`config.mk`:
```
export PLATFORM = sky130hd
export DESIGN_NAME = edge_event_arbiter
export DESIGN_NICKNAME = d
export VERILOG_FILES = /design/src/rtl/edge_event_arbiter.sv
export SDC_FILE = /design/constraint.sdc
export NUM_CORES = 1
export LEC_CHECK = 0
export ABC_AREA = 1
export CAP_MARGIN = 20
export CORE_MARGIN = 8
export CORE_UTILIZATION = 25
export CTS_CLUSTER_DIAMETER = 40
export DETAILED_ROUTE_END_ITERATION = 8
export HOLD_SLACK_MARGIN = 0.03
export PLACE_DENSITY = 0.55
export SYNTH_ARGS = -nofsm -noshare
export SYNTH_HDL_FRONTEND = slang
export SYNTH_SLANG_ARGS = --single-unit
```
`constraint.sdc`:
```
create_clock -name clk -period 2.39 [get_ports clk]
set_input_delay 0.717 -clock clk [delete_from_list [all_inputs] [get_ports clk]]
set_output_delay 0.717 -clock clk [all_outputs]
set_load 0.02 [all_outputs]
```
`src/rtl/edge_event_arbiter.sv`:
```
// Rising-edge detector and round-robin arbiter that funnels N level inputs
// onto one valid/ready event port carrying the channel number.
module edge_event_arbiter #(
    parameter int N    = 8,
    parameter int ID_W = 3
) (
    input  logic            clk,
    input  logic            rst,
    input  logic [N-1:0]    in,
    input  logic [N-1:0]    en,
    input  logic            evt_ready,
    input  logic            clr_overrun,
    output logic            evt_valid,
    output logic [ID_W-1:0] evt_id,
    output logic [N-1:0]    overrun
);

    logic [N-1:0]    prev_in;
    logic            primed;
    logic [N-1:0]    pending;
    logic [ID_W-1:0] last;

    logic [N-1:0]    edge_det;
    logic [N-1:0]    grant_clr;
    logic [N-1:0]    pending_nxt;
    logic [N-1:0]    overrun_nxt;
    logic            load;
    logic            found;
    logic [ID_W-1:0] grant_id;

    // Handshake: an event transfers on any posedge with evt_valid & evt_ready;
    // while evt_valid & ~evt_ready the register holds evt_valid/evt_id unchanged.
    assign load = ~evt_valid | evt_ready;

    // The first clock after reset only captures the input levels.
    assign edge_det = primed ? (in & ~prev_in & en) : '0;

    // Round-robin: channels above last are searched first, then wrap to 0..last.
    always_comb begin
        found    = 1'b0;
        grant_id = '0;
        for (int i = 0; i < N; i++) begin
            if (!found && pending[i] && (i > int'(last))) begin
                found    = 1'b1;
                grant_id = ID_W'(i);
            end
        end
        for (int i = 0; i < N; i++) begin
            if (!found && pending[i] && (i <= int'(last))) begin
                found    = 1'b1;
                grant_id = ID_W'(i);
            end
        end
    end

    always_comb begin
        grant_clr = '0;
        if (load && found) begin
            grant_clr = {{(N-1){1'b0}}, 1'b1} << grant_id;
        end
    end

    // An edge on the channel being granted this cycle re-arms it instead of overrunning.
    assign pending_nxt = en & ((pending & ~grant_clr) | edge_det);
    assign overrun_nxt = (clr_overrun ? '0 : overrun) | (edge_det & pending & ~grant_clr);

    always_ff @(posedge clk or posedge rst) begin
        if (rst) begin
            prev_in   <= '0;
            primed    <= 1'b0;
            pending   <= '0;
            last      <= ID_W'(N - 1);
            evt_valid <= 1'b0;
            evt_id    <= '0;
            overrun   <= '0;
        end else begin
            prev_in <= in;
            primed  <= 1'b1;
            pending <= pending_nxt;
            overrun <= overrun_nxt;
            if (load) begin
                if (found) begin
                    evt_valid <= 1'b1;
                    evt_id    <= grant_id;
                    last      <= grant_id;
                end else begin
                    evt_valid <= 1'b0;
                end
            end
        end
    end

endmodule

```
======== Word-level counts from Yosys, hierarchy flattened ========
Index checks and enable logic that the tools add are counted.
storage, ports and cells
  flip-flop bits (word level) ............. 32
  bits of input ports ..................... 20
  output and inout port bits .............. 12
  word-level logic and storage cells ...... 112
cells by class
  magnitude comparators ................... 14
  shift-type cells ........................ 1
  multiplexer cells ....................... 34
  bitwise operators ....................... 12
  reductions and logical operators ........ 44
operators with widths
  kind                 count
  $and 8x8->8          6
  $mux 3               13
  $logic_and 1x1->1    29
  $mux 8               3
  $mux 1               17
  $not 8->8            2
  $or 8x8->8           2
  $logic_not 1->1      14
  $gt 3x3->1 const A   4
  $le 3x3->1 const A   4
  $shl 1x3->8 const A  1
  $gt 2x3->1 const A   2
  $le 2x3->1 const A   2
  $gt 1x3->1 const A   1
  $le 1x3->1 const A   1
  $mux 2               1
  $reduce_and 2->1     1
  $not 1->1            1
  $or 1x1->1           1

======== Longest topological paths before layout ========
  depth after elaboration ................. 64
  depth in mapped cells ................... 15
  mapped depth without buffers ............ 15

======== Worst setup path before layout ========
No wires, ideal clock.
  kind .................................... register to register
  from .................................... reg last[2]
  to ...................................... reg overrun[5]
  library setup time ...................... 0.118 ns
  arrival time ............................ 1.853 ns
  required time ........................... 2.272 ns
  path slack .............................. 0.419 ns
  cell stages (with the launch flop) ...... 16
  path buffers ............................ 0
  period minus slack after synthesis ...... 1.971 ns
  cells stage by stage .................... dfstp_2 inv_1 nand2_1 nand2_2 nor2_4 nand4_4 nor2_4 nand4_4 nor2_4 o21ai_2 nand2_4 inv_2 nor2_8 nand2_2 nand3_1 nand2_1
between the ends
  cells in the longest elaborated chain, start to end .. 63
  elaborated cells between the ends (all ways) .. 92
  classes of those cells .................. order compare (14); shift (1); mux (31); bitwise (3); reduce/logical (43)
ends and longest elaborated chain
  what                                                     RTL line  text
  start, declared                                          21        logic [ID_W-1:0] last;
  start signal, assigned                                   72        last <= ID_W'(N - 1);
  start signal, assigned                                   85        last <= grant_id;
  $gt 1x3->1                                               43        if (!found && pending[i] && (i > int'(last))) begin
  $logic_and 1x1->1                                        43
  $mux 1                                                   43
  $logic_not 1->1                                          43
  $logic_and 1x1->1 (2 in series)                          43
  $mux 1                                                   43
  $logic_not 1->1                                          43
  $logic_and 1x1->1 (2 in series)                          43
  [45 not listed]                                          -
  $logic_and 1x1->1 (2 in series)                          49        if (!found && pending[i] && (i <= int'(last))) begin
  $mux 3 / $mux 1 (equally long branches)                  49
  $shl 1x3->8 / $logic_and 1x1->1 (equally long branches)  59, 58
  $mux 8 (*)                                               58        if (load && found) begin
  $not 8->8 (*)                                            65        assign overrun_nxt = (clr_overrun ? '0 : overrun) | (edge_det & pending & ~grant_clr);
  $and 8x8->8 (*)                                          65
  $or 8x8->8 (*)                                           65
  net overrun_nxt[5]                                       26        logic [N-1:0] overrun_nxt;
  end signal, assigned                                     80        overrun <= overrun_nxt;
  end, declared                                            15        output logic [N-1:0] overrun
Mark *: on every way through the listed nets, which the timed path passes. The rest lies on a longest branch.
A chain may end at the register's enable or synchronous reset.

======== Worst setup path after layout ========
Same ends and word-level chain as after synthesis.

==> impl_metrics.toml <==
[yosys]
yosys.area.top_type = "dfrtp_1"
async_reset_ff_frac = 1.000
yosysUniqueCellTypes = 25
synth_ff_type = "dfrtp_1"
yosysMostFrequentCell = "nand2_1"
synth.area.top_cells = "dfrtp_1 (44%), nand2_1 (13%), inv_1 (7.2%), nand3_1 (6.3%), dfstp_2 (4.8%)"
synth_commonest_cells = "nand2_1 (59), inv_1 (32), dfrtp_1 (29), nand3_1 (21), nor2_1 (10)"
ys_warn_count = 0
synthDominantCellAreaShare = 0.4374
synth_edf_count = 0
synth_fp_nets = 220
synth-seq-cells = 32
synth_cells = 200
yosysSeqAreaShare = 0.4849
synth_area_sq_um = 1659
avgSynthCellArea_sq_um = 8.295

[sta]
finClkSkew_ps = 2.858
min_period_over_period = 0.9175
whs_ps = 479.1
fmax_mhz = 456.0
rsz0062_at_grt = "true"
setup_viol = 0
fin_crit_ps = 2193
hold_violations = 0
slew_violations = 0

[drt]
drtIter0Drc = 61
remaining_drc_errors = 0
vias = 1357
firstDrtPassIters = 4
avgRoutedWirePerCell_microns = 11.72
drtAntennaViolNets = 0
finalWirelength_microns = 3705
vias_per_cell = 4.294

[global_route]
overflow = 0
grt_use_total = 0.08512
grt_pass1_wl_microns = 6748
antenna_found_initial = 0
grt_max_degree = 33
grt_pass1_vias = 1451

[min_path]
holdPathStages = 2
min_from = "evt_id[1]$_DFFE_PP0P_"
hold_path.class = "flop to flop"
min_to = "evt_id[1]$_DFFE_PP0P_"

[power_and_ir_drop]
p_seq_frac = 0.398
power.switching_uw = 650.5
p_int_uw = 1112
vdd_drop_max_uv = 333.2
p_leak_uw = 0.001044
swShare = 0.3691
pwr-share-clk = 0.238
finalPower_uw = 1762
powerDensity_nw_per_um2 = 814.2
pwr-share-comb = 0.364

[status]
status = "finished, final reports clean"

[layout]
utilization = 0.3390
drive_above_1_share = 0.1632
final_cells = 316
nets = 258
antenna_cells = 0
area_delta_synth_final_pct = 30.47
stdcell_area_sq_um = 2165

[setup_path]
endpoint_kind = "flop"
critical_path_required_ps = 2560
r2r_start = "last[2]$_DFFE_PP1P_"
arrival_ps = 2360
path_class = "flop to flop"
path_max_fanout = 5
start_kind = "flop"
timing.rr.end = "overrun[5]$_DFF_PP0_"
r2r_cells = 15
rrSetupSlack_ps = 200

[floorplanning]
coreArea_sq_um = 6386
fp.dieH_microns = 97.47
rows = 29
chipWidth_microns = 97.47
start_util = 0.2598
io_pins = 32
design.die.area_sq_um = 9499

[place]
gp_congestion = 0.8268
io_buffers = 31
dpl_cell_area_sq_um = 2069
hpwl_microns = 2948
dp_cells = 308

[clock_network]
cts.hold.buffers_added = 0
cts_tree = "done"
cts_root_buffer = "clkbuf_8"
cts.path.max_buffers = 2
htreeDepth = 2
cts_made_buffers = 5
clkTransAtPathRegs_ps = 60
clock_latency_ps = 280
cts_sinks = 32

[flow_run]
drv_cap = 0
how the worst max path moves through the flow:
stage	from	to	slack (ps)
detailed placement	last[2]$_DFFE_PP1P_	overrun[5]$_DFF_PP0_	200
global route	last[1]$_DFFE_PP1P_	overrun[5]$_DFF_PP0_	-5
finish	last[2]$_DFFE_PP1P_	overrun[5]$_DFF_PP0_	200
CTS	last[2]$_DFFE_PP1P_	overrun[5]$_DFF_PP0_	190
global placement	last[2]$_DFFE_PP1P_	overrun[1]$_DFF_PP0_	230
floorplan	last[2]$_DFFE_PP1P_	overrun[5]$_DFF_PP0_	420
worst max-delay path, cell delays in order, from the launching register on:
cell and delay [ps]:
dfstp_2 560, inv_1 110, nand3_2 120, nand3_4 100, nor2_4 120, nand4_4 100, nor2_4 150, nand4_4 110
nor2_4 140, o21ai_2 100, nand2_4 90, inv_2 60, nor2_8 120, nand2_2 70, nand3_1 80, nand2_1 60
flip-flops by register name, summed over array words and instances, names as in the netlist:
signal,cells
prev_in,8
primed,1
overrun,8
last,3
evt_id,3
pending,8
evt_valid,1
logic make-up (layout without fill, tap and decap cells):
logic type	after synthesis	count (layout)	synth area share
AO/OA/AOI/OAI	8	8	0.03544
other	1	1	0.002260
flip-flops	32	32	0.4849
AND/OR/NAND/NOR	123	123	0.3959
buffers and inverters	36	75	0.08145
cells in the final DEF (no fill, tap or decap):
| cell | count |
|---|---|
| a41o_2 | 1 |
| o21ai_1 | 2 |
| dfstp_2 | 3 |
| inv_1 | 32 |
| conb_1 | 1 |
| nor2_4 | 4 |
| inv_2 | 3 |
| nor3_1 | 8 |
| nand4_4 | 2 |
| nor2_8 | 1 |
| a211o_2 | 1 |
| clkbuf_8 | 6 |
| nand2_2 | 10 |
| a21oi_1 | 1 |
| buf_4 | 1 |
| nand2_4 | 2 |
| o21ai_0 | 1 |
| o21ai_2 | 1 |
| dfrtp_1 | 29 |
| nand3_4 | 1 |
| nand3_1 | 21 |
| clkbuf_1 | 2 |
| nand3_2 | 3 |
| clkdlybuf4s50_1 | 31 |
| nand4_1 | 4 |
| nand2_1 | 57 |
| nor2_1 | 10 |
| o2111ai_1 | 1 |
power by group through the flow:
| stage | clock network, uW | registers (uW) | logic, uW |
|---|---|---|---|
| 2_1_floorplan | 0 | 730 | 425 |
| 3_3_place_gp | 0 | 706 | 646 |
| 3_5_place_dp | 0 | 708 | 650 |
| 4_1_cts | 438 | 699 | 652 |
| 5_1_grt | 458 | 718 | 718 |
| 6_report | 420 | 701 | 642 |
timing repair:
action | CTS | global route
hold endpoints to repair | 0 | 0
buffers inserted | 0 | 0
resized for setup | 0 | 2
endpoints found under the setup margin | 0 | 1
stage by stage:
stage / TNS (ps) / setup slack (ps)
after floorplan: 0 / 419.2
after global placement: 0 / 229.9
after detailed placement: 0 / 204.2
after CTS: 0 / 189.4
after global routing: -4.616 / -4.616
final: 0 / 197.1
area by class of cell:
cell class / count / area, sq um
Fill cell: 678 / 4222
Sequential cell: 32 / 804.5
Multi-Input combinational cell: 132 / 724.4
Timing Repair Buffer: 32 / 317.8
Inverter: 35 / 131.4
Tap cell: 77 / 96.34
Clock buffer: 8 / 90.09
layer usage:
metal / part of all wire / track usage / up-vias
li1: - / - / 705
met1: 0.45 / 0.09792 / 628
met2: 0.49 / 0.1376 / 17
met3: 0.042 / 0.03058 / 7
met4: 0.020 / 0.03846 / 0
met5: 0 / 0 / -
No activity file was read; power rests on OpenSTA's default activity.
